**src/rtl/dec_state_invmixcol.sv**
```systemverilog
// AES decryption InvMixColumns stage: transforms WORDS_PER_CYCLE columns per BUSY cycle, in place.
// Latency 4/WORDS_PER_CYCLE cycles from accept to out_valid; valid/ready handshake on both sides.
module dec_state_invmixcol #(
  parameter int WORDS_PER_CYCLE = 1
) (
  input  logic         clk,
  input  logic         rst_n,
  input  logic [127:0] state_in,
  input  logic         bypass_in,
  input  logic         in_valid,
  output logic         in_ready,
  output logic [127:0] state_out,
  output logic         out_valid,
  input  logic         out_ready
);

  generate
    if (!(WORDS_PER_CYCLE == 1 || WORDS_PER_CYCLE == 2 || WORDS_PER_CYCLE == 4)) begin : g_bad_words
      $error("WORDS_PER_CYCLE must be 1, 2 or 4");
    end
  endgenerate

  // Counter step and the counter value whose BUSY edge covers column 3 (both modulo 4).
  localparam logic [1:0] STEP     = 2'(WORDS_PER_CYCLE);
  localparam logic [1:0] LAST_CNT = 2'(4 - WORDS_PER_CYCLE);

  typedef enum logic [1:0] {IDLE, BUSY, DONE} state_t;

  state_t       state_q, state_d;
  logic [127:0] work_q;
  logic [127:0] work_busy;
  logic         byp_q;
  logic [1:0]   cnt_q;
  logic         accept;
  logic [31:0]  cols [4];
  logic [31:0]  upd  [4];

  function automatic logic [7:0] xt(input logic [7:0] a);
    return {a[6:0], 1'b0} ^ (a[7] ? 8'h1b : 8'h00);
  endfunction

  function automatic logic [31:0] inv_mix_col(input logic [31:0] c);
    logic [7:0] s [4];
    logic [7:0] m9 [4];
    logic [7:0] mb [4];
    logic [7:0] md [4];
    logic [7:0] me [4];
    logic [7:0] x2, x4, x8;
    for (int i = 0; i < 4; i++) begin
      s[i]  = c[31-8*i -: 8];
      x2    = xt(s[i]);
      x4    = xt(x2);
      x8    = xt(x4);
      m9[i] = x8 ^ s[i];
      mb[i] = x8 ^ x2 ^ s[i];
      md[i] = x8 ^ x4 ^ s[i];
      me[i] = x8 ^ x4 ^ x2;
    end
    return {me[0] ^ mb[1] ^ md[2] ^ m9[3],
            m9[0] ^ me[1] ^ mb[2] ^ md[3],
            md[0] ^ m9[1] ^ me[2] ^ mb[3],
            mb[0] ^ md[1] ^ m9[2] ^ me[3]};
  endfunction

  always_ff @(posedge clk or negedge rst_n) begin
    if (!rst_n) state_q <= IDLE;
    else        state_q <= state_d;
  end

  always_comb begin
    state_d   = state_q;
    in_ready  = 1'b0;
    out_valid = 1'b0;
    case (state_q)
      IDLE: begin
        in_ready = 1'b1;
        if (in_valid) state_d = BUSY;
      end
      BUSY: begin
        if (cnt_q == LAST_CNT) state_d = DONE;
      end
      DONE: begin
        out_valid = 1'b1;
        in_ready  = out_ready;
        if (out_ready) state_d = in_valid ? BUSY : IDLE;
      end
      default: state_d = IDLE;
    endcase
  end

  assign accept = in_valid & in_ready;

  always_comb begin
    for (int c = 0; c < 4; c++) cols[c] = work_q[127-32*c -: 32];
  end

  // Only the columns addressed by the counter are rewritten; the rest pass through.
  always_comb begin
    for (int c = 0; c < 4; c++) upd[c] = cols[c];
    for (int k = 0; k < WORDS_PER_CYCLE; k++)
      upd[2'(cnt_q + 2'(k))] = inv_mix_col(cols[2'(cnt_q + 2'(k))]);
    work_busy = {upd[0], upd[1], upd[2], upd[3]};
  end

  always_ff @(posedge clk or negedge rst_n) begin
    if (!rst_n) begin
      work_q <= 128'h0;
      byp_q  <= 1'b0;
      cnt_q  <= 2'd0;
    end else if (accept) begin
      work_q <= state_in;
      byp_q  <= bypass_in;
      cnt_q  <= 2'd0;
    end else if (state_q == BUSY) begin
      if (!byp_q) work_q <= work_busy;
      cnt_q <= cnt_q + STEP;
    end
  end

  assign state_out = work_q;

endmodule

```
**config.mk**
```make
export PLATFORM = sky130hd
export DESIGN_NAME = dec_state_invmixcol
export DESIGN_NICKNAME = d
export VERILOG_FILES = /design/src/rtl/dec_state_invmixcol.sv
export SDC_FILE = /design/constraint.sdc
export NUM_CORES = 1
export LEC_CHECK = 0
export ABC_AREA = 1
export ABC_CLOCK_PERIOD_IN_PS = 6720
export CAP_MARGIN = 10
export CORE_AREA = 2 2 148 150
export CTS_CLUSTER_SIZE = 8
export DETAILED_ROUTE_END_ITERATION = 10
export DIE_AREA = 0 0 150 152
export HOLD_SLACK_MARGIN = 0.03
export PLACE_DENSITY = 0.85
export SLEW_MARGIN = 20
export SYNTH_ARGS = -nofsm -noshare
export SYNTH_HDL_FRONTEND = slang
export SYNTH_SLANG_ARGS = --single-unit
```
**constraint.sdc**
```tcl
create_clock -name clk -period 6.72 [get_ports clk]
set_input_delay 0.672 -clock clk [delete_from_list [all_inputs] [get_ports clk]]
set_output_delay 0.672 -clock clk [all_outputs]
set_load 0.1 [all_outputs]
```
==> results.yml <==
clock_network:
  insertion_delay_ns: 0.44
  cts_buffers: 17
  cts.sinks: 133
  clk_path_buf_depth: 2
  cts_tree: "done"
  postCtsSetupBuffers: 0
  cts_hold_buf: 0
  cts_root_buf: "clkbuf_16"
  htree_num_levels: 4
  cts_resized: 0
  clk_pin_slew_ns: 0.07
detailed_routing:
  routedWlPerCell_um: 21.6
  routed_via_density: 5.85
  drc: 0
  drt_iter0_markers: 1634
  wl_um: 49600
  drt_pass1_iterations: 6
  drtAntennaViolNets: 0
  vias: 13439
die:
  num_rows: 54
  start_util_pct: 53.5
  die_area_mm2: 0.0228
  io_pins: 263
  die_w_um: 150
  fp.dieH_um: 152
  core_area_mm2: 0.0214
grt:
  grt.total_usage_pct: 43.4
  grt_pass1_vias: 12734
  antenna_found_initial: 0
  overflow: 0
  grt_pass1_wl_um: 74200
  grt_start_max_net_pins: 75
final_layout:
  synthToLayoutAreaGrowth_pct: 28.6
  drive_gt1_share_pct: 8.43
  post_layout_nonfiller_instances: 2298
  nFillCells: 1807
  final_nets: 2142
worst_setup_path:
  r2r_end: "state_out[81]"
  worstPathRequired_ns: 7.01
  crit_family: "buffers and inverters"
  critPathKind: "reg2reg"
  r2r_slack_ns: 2.74
  crit_chain: "buf_4, inv_4, ha_1, nand2_1, nand2_1, clkinv_1, a22o_1, o21bai_1"
  cpPeakStageDelay_ns: 0.95
  cp_max_fo: 48
  crit_arrival_ns: 4.27
  crit_path_top_delay_cell: "clkinv_1"
  reg2regPathDepth: 8
  cp_num_buf_inv: 3
  timing.rr.start: "cnt_q[1]"
  worst_path_most_repeated_cell: "nand2_1"
  worst_setup_path_start_kind: "register"
  cp-end-kind: "register"
sta:
  rsz0062_at_grt: "no"
  slew_headroom_pct: 25.5
  tns_ns: 0
  skew_ns: 0.0172
  final-max-slew-violation-count: 0
  setup_ws_ns: 2.74
  hold_violations: 0
  fin_crit_ns: 3.98
  fin_crit_sh_pct: 59.2
  fmax_mhz: 251
  tightest_slew_ns: 1.12
  setup_viol: 0
logic_synthesis:
  yosysWarnings: 0
  synth.distinct_cells: 42
  async_flop_share_pct: 100
  synth.area.top_cells: "dfrtp_1 29%, nand2_1 27%, nand3_1 10%"
  ys_seq_area_share_pct: 29.1
  netlist_area_mm2: 0.0114
  synth_top_area_share_pct: 29.1
  syn_nets: 1911
  yosys.area.top_type: "dfrtp_1"
  synth_edf_count: 0
  synth.avg_cell_area_um2: 6.44
  ys_seq_elements: 133
  synthFlopType: "dfrtp_1"
  synth_cells: 1774
placed_design:
  gp_congestion: 1.03
  port_buffers: 262
  dpl.cell_count: 2266
  pre_cts_slack_ns: 2.58
  hpwl_um: 37000
status:
  outcome: "complete, no violations"
job:
  drv_cap: 0
worst_hold_path:
  holdCritPathClass: "in2async"
[logic make-up after synthesis]
| group | Yosys count | synth area share (%) |
|---|---|---|
| AOI/OAI and AO/OA | 113 | 6.79 |
| and+or+nand+nor | 1191 | 44.7 |
| DFF | 133 | 29.1 |
| xor gates and xnor gates | 125 | 10.8 |
| buffers and inverters | 208 | 8.14 |
| adders and majority gates | 4 | 0.438 |
[metal layers]
| metal | wire length (µm) | global-route usage [%] | part of all wire (%) | vias up |
|---|---|---|---|---|
| met5 | 0 | 0 | 0 | - |
| met4 | 2690 | 21.6 | 5.4 | 0 |
| met3 | 6530 | 13.0 | 13 | 203 |
| met2 | 21200 | 62.9 | 43 | 978 |
| met1 | 19100 | 58.9 | 39 | 6212 |
| li1 | - | - | - | 6046 |
[state kept, by name (all words and copies together), names as in the netlist]
| name | count |
|---|---|
| byp_q | 1 |
| state_out | 128 |
| cnt_q | 2 |
| state_q | 2 |
[through the flow]
stage | instance area, µm² | utilization, % | hold slack, ns
after floorplan | 11400 | - | 0.376
after global placement | 14100 | 66.0 | 0.507
after detailed placement | 14100 | 66.0 | 0.515
after CTS | 14700 | 68.8 | 0.365
after global routing | 14700 | 68.8 | 0.400
final | 14700 | 68.8 | 0.344
[synth_stat cells (5+ instances only)]
library cell and instances:
xnor2_1 33, o21bai_1 14, o21ai_0 5, xor2_1 77, nand2_2 64, nand3_2 10
o211ai_1 11, nand2_1 814, buf_6 14, nand2_4 11, a21oi_1 35, dfrtp_1 133
nor2_1 48, buf_2 11, clkinv_1 5, xor2_2 8, a22o_1 33, inv_2 21
clkbuf_1 25, buf_4 6, inv_1 122, nand3_1 229, xnor2_2 5
[cell type report]
class                   count  area, µm²  area share (%)
multi-input cells        1433       7170            48.8
clock inverters            14        163            1.11
clock buffers              17        425            2.90
well taps                 280        350            2.39
repair buffers            270       2680            18.2
flip-flops and latches    133       3330            22.7
diodes                      1       2.50          0.0170
inverters                 150        572            3.89
[cells in the final DEF, fill, tap and decap left out, types with 2 or more instances in the layout]
| cell | instances |
|---|---|
| a21o_1 | 4 |
| a21oi_1 | 35 |
| a22o_1 | 33 |
| buf_4 | 9 |
| bufinv_16 | 2 |
| clkbuf_16 | 17 |
| clkdlybuf4s50_1 | 261 |
| clkinv_1 | 4 |
| clkinvlp_4 | 4 |
| dfrtp_1 | 131 |
| dfrtp_2 | 2 |
| ha_1 | 4 |
| inv_1 | 122 |
| inv_2 | 21 |
| inv_6 | 8 |
| nand2_1 | 814 |
| nand2_2 | 64 |
| nand2_4 | 11 |
| nand3_1 | 229 |
| nand3_2 | 10 |
| nand3b_1 | 4 |
| nand4_1 | 3 |
| nor2_1 | 48 |
| o211ai_1 | 11 |
| o21ai_0 | 5 |
| o21ai_1 | 4 |
| o21bai_1 | 14 |
| o22ai_1 | 4 |
| or2_1 | 4 |
| xnor2_1 | 33 |
| xnor2_2 | 5 |
| xor2_1 | 77 |
| xor2_2 | 8 |
[worst max-delay path by stage]
stage | startpoint | to | cells past startpoint
after floorplan | out_ready | state_out[25] | 8
after global routing | cnt_q[1] | state_out[81] | 8
after CTS | cnt_q[1] | state_out[120] | 8
after global placement | out_ready | state_out[120] | 8
after detailed placement | out_ready | state_out[120] | 8
final | cnt_q[1] | state_out[81] | 8
Power is not shown: default switching activity piles up to over one toggle a cycle in this logic, so the estimate is an artifact.
